**config.mk**
```make
export PLATFORM = sky130hd
export DESIGN_NAME = serial_borrow_subtractor
export DESIGN_NICKNAME = d
export VERILOG_FILES = /design/src/rtl/serial_borrow_subtractor.sv
export SDC_FILE = /design/constraint.sdc
export NUM_CORES = 1
export LEC_CHECK = 0
export ABC_AREA = 1
export CAP_MARGIN = 20
export CORE_ASPECT_RATIO = 1.75
export CORE_MARGIN = 1
export CORE_UTILIZATION = 35
export CTS_CLUSTER_DIAMETER = 120
export DETAILED_ROUTE_END_ITERATION = 6
export MAX_ROUTING_LAYER = met4
export PLACE_DENSITY = 0.67
export SYNTH_ARGS = -nofsm -noshare
export SYNTH_HDL_FRONTEND = slang
export SYNTH_SLANG_ARGS = --single-unit
```
**constraint.sdc**
```tcl
create_clock -name clk -period 1.06 [get_ports clk]
set_input_delay 0.212 -clock clk [delete_from_list [all_inputs] [get_ports clk]]
set_output_delay 0.212 -clock clk [all_outputs]
set_load 0.01 [all_outputs]
```
**src/rtl/serial_borrow_subtractor.sv**
```systemverilog
// Bit-serial ripple-borrow subtractor: diff = {borrow_out, (a - b) mod 2^WIDTH}, one bit per clock,
// LSB first, with a valid/ready handshake on both sides.
module serial_borrow_subtractor #(
  parameter int unsigned WIDTH = 4
) (
  input  logic             clk,
  input  logic             rst_n,
  input  logic             in_valid,
  output logic             in_ready,
  input  logic [WIDTH-1:0] a,
  input  logic [WIDTH-1:0] b,
  output logic             out_valid,
  input  logic             out_ready,
  output logic [WIDTH:0]   diff
);

  localparam int unsigned CW = $clog2(WIDTH + 1);

  typedef enum logic [1:0] {StIdle, StRun, StDone} state_e;

  state_e           r_state,  w_state_next;
  logic [WIDTH-1:0] r_sa,     w_sa_next;
  logic [WIDTH-1:0] r_sb,     w_sb_next;
  logic [WIDTH-1:0] r_res,    w_res_next;
  logic             r_borrow, w_borrow_next;
  logic [CW-1:0]    r_count,  w_count_next;
  logic [WIDTH:0]   r_diff,   w_diff_next;

  logic             w_d;
  logic             w_borrow_calc;
  logic [WIDTH-1:0] w_res_shift;

  // Full-subtractor cell on the current LSB pair.
  assign w_d           = r_sa[0] ^ r_sb[0] ^ r_borrow;
  assign w_borrow_calc = (~r_sa[0] & r_sb[0]) | (~r_sa[0] & r_borrow) | (r_sb[0] & r_borrow);
  assign w_res_shift   = {w_d, r_res[WIDTH-1:1]};

  always_ff @(posedge clk) begin
    if (!rst_n) begin
      r_state  <= StIdle;
      r_sa     <= '0;
      r_sb     <= '0;
      r_res    <= '0;
      r_borrow <= 1'b0;
      r_count  <= '0;
      r_diff   <= '0;
    end else begin
      r_state  <= w_state_next;
      r_sa     <= w_sa_next;
      r_sb     <= w_sb_next;
      r_res    <= w_res_next;
      r_borrow <= w_borrow_next;
      r_count  <= w_count_next;
      r_diff   <= w_diff_next;
    end
  end

  always_comb begin
    w_state_next  = r_state;
    w_sa_next     = r_sa;
    w_sb_next     = r_sb;
    w_res_next    = r_res;
    w_borrow_next = r_borrow;
    w_count_next  = r_count;
    w_diff_next   = r_diff;

    unique case (r_state)
      StIdle: begin
        if (in_valid) begin
          w_sa_next     = a;
          w_sb_next     = b;
          w_res_next    = '0;
          w_borrow_next = 1'b0;
          w_count_next  = '0;
          w_state_next  = StRun;
        end
      end
      StRun: begin
        w_sa_next     = r_sa >> 1;
        w_sb_next     = r_sb >> 1;
        w_res_next    = w_res_shift;
        w_borrow_next = w_borrow_calc;
        w_count_next  = r_count + CW'(1);
        // Last bit: publish result together with the final borrow.
        if (r_count == CW'(WIDTH - 1)) begin
          w_diff_next  = {w_borrow_calc, w_res_shift};
          w_state_next = StDone;
        end
      end
      StDone: begin
        if (out_ready) begin
          w_state_next = StIdle;
        end
      end
      default: begin
        w_state_next = StIdle;
      end
    endcase
  end

  assign in_ready  = (r_state == StIdle);
  assign out_valid = (r_state == StDone);
  assign diff      = r_diff;

endmodule

```
==> run summary, run 1 <==
Synthesized area -> 1037 um2
CP max FO -> 2
Status -> complete, but fails checks
H-tree levels -> 1
RSZ-0062 raised after global routing -> yes
Clock slew at reported path FFs -> 0.07 ns
RD Place Congestion -> 0.7897
Drt first pass iters -> 4
Worst-skew pair later-pin latency -> 0.25 ns
Final Hold Vio Count -> 0
Share of cells above drive strength 1 -> 27.17%
First-pass GRT wire length -> 3746 um
Synth Register Bits -> 22
Antenna diodes -> 0
Synth Net Count -> 170
Cell Count, Final, Fillers Out -> 211
DRT iter0 DRCs -> 21
Layout Utilization -> 54.32%
Antenna Nets Post-Route -> 0
Synth warnings -> 0
Worst Max-Slew Pin Slew -> 0.2334 ns
Vias per cell -> 4.720
Std cell rows -> 25
Die Y -> 74.02 um
Initial core utilization -> 37.68%
DR WL/cell -> 11.53 um
Clock root buffer -> clkbuf_8
Die area -> 3194 um2
Int Pwr -> 1.300 mW
Seq pwr share -> 51.5%
Pwr per Cell Area -> 1158 nW/um2
Synth unique cells -> 17
Most frequent cells in the layout -> nand2_1, inv_1, dfxtp_1
Fin Clk Skew -> 0.003951 ns
DP Wirelength -> 1675 um
Pins Over Slew Limit -> 0
Worst Setup Path Type -> reg -> reg
CTS tree -> done
Worst hold path type -> in -> reg
Sw Pwr -> 0.4316 mW
GRT Util Overall -> 16.04%
Core area -> 2753 um2
Congestion Overflow GR -> 0
Cells after DPL -> 203
Number of port buffers -> 18
Initial antenna violation count -> 0
Worst path slowest cell -> fa_1
Seq/Total Area, Yosys -> 42.46%
Setup ws final -> -0.09320 ns
Largest stage delay on the critical path -> 0.56 ns
Synth top area share -> 42.46%
Combinational fraction of design power -> 20.2%
Post-layout min period -> 1.153 ns
Vias in the first global route -> 912
Clk sinks -> 22
Max Clk Rate -> 0.8672 GHz
Max-cap violation count -> 0
Synth area leaders -> dfxtp_1, nand2_1, inv_1, a21oi_1, nor2_1
Num CTS Buffers -> 3
Commonest non-fill, non-tap cell in the layout -> nand2_1
Maximum number of pins on one net before global-route repair -> 23
Clock power frac -> 28.3%
Drt total wl -> 2432 um
Post-route DRC -> 0
Clock buffer depth -> 2
Maximum VDD drop -> 827.4 uV
Startpoint Class -> register
Number of synthesized flops with an enable pin -> 0
Post-Syn Instances -> 155
Req. time, crit path -> 1.21 ns
Critical Path AT -> 1.30 ns
Switching share of power -> 24.92%
Via count -> 996
Post-synth ARST share -> 0%
Worst Setup End Kind -> register
Lkg Pwr -> 0.6995 nW
Area grow syn2layout -> 44.15%
Ports -> 19
Syn Area/Cell -> 6.692 um2
Final setup viols -> 18
Final worst path period share -> 108.8%
Crit path cell chain -> fa_1 > inv_1 > nand2_1 > a21oi_1
Relative slew slack -> 84.38%
Die width -> 43.15 um
Prevailing post-synth register cell -> dfxtp_1
Layout Nets -> 201
Post-synth top area cell -> dfxtp_1
Failing checks -> setup timing
==> layout make-up <==
type | instances | area, um2
fillers | 252 | 1257
multi-input cells | 97 | 524.3
flip-flops and latches | 22 | 450.4
repair buffers | 31 | 324.1
inverters | 31 | 121.4
clock buffers | 3 | 41.29
well taps | 27 | 33.78
==> cell families (layout without fill, tap and decap cells) <==
kind of cell / Yosys count / count (layout) / share of synthesized area [%]
AND/OR/NAND/NOR: 76 / 76 / 29.43
buffers and inverters: 36 / 65 / 14.72
flip-flops: 22 / 22 / 42.46
AO/OA/AOI/OAI: 18 / 18 / 9.047
adder cells (fa/ha/maj): 3 / 3 / 4.342
==> synthesized netlist by cell type, types with 2 or more instances <==
| cell | count |
|---|---|
| ha_1 | 2 |
| nand3_1 | 2 |
| nand2_1 | 53 |
| dfxtp_1 | 22 |
| buf_4 | 2 |
| buf_2 | 2 |
| nor2_1 | 18 |
| o21ai_0 | 2 |
| a21oi_1 | 15 |
| inv_1 | 30 |
==> per-layer routing <==
layer  global-route usage (%)  share of wire [%]
met5                        -                  0
met4                    7.407                2.2
met3                    2.184                3.5
met2                    30.02                 56
met1                    15.81                 38
==> metrics by stage <==
stage	area (um2)	TNS, ns	hold slack (ns)	power (mW)	setup slack [ns]
3_3_place_gp	1344	-3.769	0.4449	1.184	-0.2155
2_1_floorplan	1069	-0.06384	0.3773	1.074	-0.03683
6_report	1495	-0.8453	0.3403	1.732	-0.09320
3_5_place_dp	1344	-4.243	0.4597	1.194	-0.2339
4_1_cts	1464	-0.3838	0.4719	1.738	-0.08704
5_1_grt	1495	-2.174	0.3467	1.841	-0.1594
==> state kept, by name, indices dropped and copies added (netlist names) <==
| name | count |
|---|---|
| r_res | 3 |
| diff | 5 |
| r_count | 3 |
| r_sb | 4 |
| r_state | 2 |
| r_borrow | 1 |
| r_sa | 4 |
==> power groups by stage <==
stage / clock [mW] / sequential [mW] / combinational (mW)
finish: 0.491 / 0.891 / 0.350
global route: 0.557 / 0.896 / 0.388
CTS: 0.523 / 0.891 / 0.324
detailed placement: 0 / 0.909 / 0.286
global placement: 0 / 0.906 / 0.278
floorplan: 0 / 0.905 / 0.169
==> timing repair <==
action,CTS,global route
buffers inserted,3,0
gates cloned,0,2
endpoints found under the setup margin,28,29
gates resized for setup,36,13
pin swaps,15,7
hold buffers,0,0
==> critical path: cells and delay by family (launching register included) <==
family,cells,cell delay [ns]
buffers and inverters,1,0.05
and+or+nand+nor,1,0.06
AOI/OAI and AO/OA,1,0.05
adders and majority gates,1,0.56
DFF,1,0.33
==> worst paths after layout <==
check | depth (start not counted) | end | from | slack [ns]
hold / removal | 3 | r_sb[3] | in_valid | 0.34
setup / recovery | 4 | r_res[3] | r_borrow | -0.09
setup reg to reg | 4 | r_res[3] | r_borrow | -0.09
hold reg to reg | 2 | r_sb[3] | r_sb[3] | 0.47
Note: power is estimated with default switching activity, not from simulation.
==> run 2: changes to the inputs <==
CELL_PAD_IN_SITES_DETAIL_PLACEMENT = 0   (was unset)
CELL_PAD_IN_SITES_GLOBAL_PLACEMENT = 1   (was unset)
CORE_UTILIZATION = 32   (was 35)
PLACE_DENSITY = 0.82   (was 0.67)
==> run summary, run 2 (same netlist as run 1, synthesis figures left out) <==
Critical Path AT -> 1.33 ns
Number of fill cells -> 337
Most frequent cells in the layout -> nand2_1, inv_1, dfxtp_1
Hold Buf Count CTS -> 0
Max Clk Rate -> 0.8504 GHz
Design area -> 1543 um2
Max FFs per register -> 5
DR WL met2 -> 1328 um
Maximum number of pins on one net before global-route repair -> 19
Number of port buffers -> 18
Relative slew slack -> 86.13%
Failing checks -> setup timing
DRT iter0 DRCs -> 10
Wire length on met1 -> 927 um
Congestion Overflow GR -> 0
Drt total wl -> 2326 um
Storage element area -> 452.9 um2
Worst Setup Path Type -> reg -> reg
Post-route DRC -> 0
Commonest non-fill, non-tap cell in the layout -> nand2_1
DR WL/cell -> 10.11 um
Vias per cell -> 4.248
Lkg Pwr -> 0.6984 nW
Initial core utilization -> 33.37%
Antenna diodes -> 0
DP Wirelength -> 1634 um
DP Area -> 1389 um2
Antenna Nets Post-Route -> 0
Crit path cell chain -> fa_1 > inv_1 > nand2_1 > a21oi_1
Maximum VDD drop -> 657.6 uV
CP max FO -> 2
RSZ-0062 raised after global routing -> yes
Die area -> 3482 um2
Final worst path period share -> 110.9%
Pwr per Cell Area -> 1131 nW/um2
DP Worst Slack -> -0.2462 ns
GRT Util Overall -> 15.54%
Setup tns final -> -1.050 ns
CTS tree -> done
Post-layout min period -> 1.176 ns
Worst hold path type -> reg -> reg
Setup ws final -> -0.1159 ns
Clock power frac -> 29.3%
First-pass GRT wire length -> 4015 um
Largest stage delay on the critical path -> 0.56 ns
Worst Setup End Kind -> register
Combinational fraction of design power -> 19.7%
Layout Nets -> 204
RD Place Congestion -> 0.7996
Std cell rows -> 27
Fin Clk Skew -> 0.002875 ns
Clk sinks -> 22
Initial antenna violation count -> 0
Clock root buffer -> clkbuf_8
Num CTS Buffers -> 3
Pins Over Slew Limit -> 0
Share of cells above drive strength 1 -> 28.88%
Worst Max-Slew Pin Slew -> 0.2075 ns
Int Pwr -> 1.298 mW
Final setup viols -> 21
Worst path slowest cell -> fa_1
Req. time, crit path -> 1.21 ns
Vias in the first global route -> 924
Met3 routed WL -> 40 um
Status -> complete, but fails checks
Ports -> 19
Seq pwr share -> 51.0%
Switching share of power -> 25.62%
Clock slew at reported path FFs -> 0.08 ns
Worst-skew pair later-pin latency -> 0.26 ns
Final Hold Vio Count -> 0
Core area -> 3108 um2
Die width -> 45.04 um
Area grow syn2layout -> 48.73%
Worst R2R Setup Slack -> -0.12 ns
Sw Pwr -> 0.4472 mW
Startpoint Class -> register
Die Y -> 77.32 um
Drt first pass iters -> 4
Via count -> 977
H-tree levels -> 1
Clock buffer depth -> 2
Area occupied by multi-input gates -> 533.0 um2
Max-cap violation count -> 0
Top sig layer -> met4
run 2: worst paths after layout:
| kind | from | cells after the start | end |
|---|---|---|---|
| setup reg to reg | r_borrow | 4 | r_res[3] |
| hold reg to reg | r_sa[3] | 2 | r_sa[3] |
| setup / recovery | r_borrow | 4 | r_res[3] |
| hold / removal | r_sa[3] | 2 | r_sa[3] |
run 2: per-stage QoR:
step / util [%] / total power, mW / hold WS, ns / std cells
after CTS: 49.32 / 1.752 / 0.4643 / 229
after floorplan: - / 1.074 / 0.3773 / 155
final: 49.64 / 1.746 / 0.4648 / 230
after detailed placement: 44.69 / 1.204 / 0.4521 / 224
after global placement: 44.69 / 1.195 / 0.4477 / 224
after global routing: 49.64 / 1.837 / 0.5015 / 230
run 2: routing by layer:
| metal | GRT usage, % | vias to the layer above |
|---|---|---|
| li1 | - | 520 |
| met1 | 17.37 | 442 |
| met2 | 26.81 | 11 |
| met3 | 1.412 | 4 |
| met4 | 6.364 | 0 |
| met5 | - | - |
run 2: what timing repair did:
| action | 4_1_cts | 5_1_grt |
|---|---|---|
| pin swaps | 16 | 5 |
| buffers inserted | 2 | 1 |
| gates resized for setup | 48 | 11 |
| setup endpoints to repair | 28 | 26 |
run 2: power groups by stage:
stage | Clock (mW) | Sequential, mW | Combinational [mW]
finish | 0.512 | 0.890 | 0.343
global route | 0.557 | 0.895 | 0.385
CTS | 0.523 | 0.889 | 0.340
detailed placement | 0 | 0.908 | 0.296
global placement | 0 | 0.906 | 0.289
floorplan | 0 | 0.905 | 0.169
run 2: cell type report:
cell class                      count  area share (%)
Multi-Input combinational cell     97           34.55
Sequential cell                    22           29.36
Timing Repair Buffer               34           22.06
Inverter                           31           7.867
Tap cell                           43           3.487
Clock buffer                        3           2.676
run 2: critical path, delay by kind of cell (launching register included):
kind / cells / cell delay, ns
adder cells (fa/ha/maj): 1 / 0.56
AND/OR/NAND/NOR: 1 / 0.06
flip-flops: 1 / 0.33
AO/OA/AOI/OAI: 1 / 0.06
buffers and inverters: 1 / 0.06
==> run 3: changes to the inputs <==
SLEW_MARGIN = 0   (was unset)
==> results of run 3 <==
Final layout, timing and power as in run 2 (identical DEF).
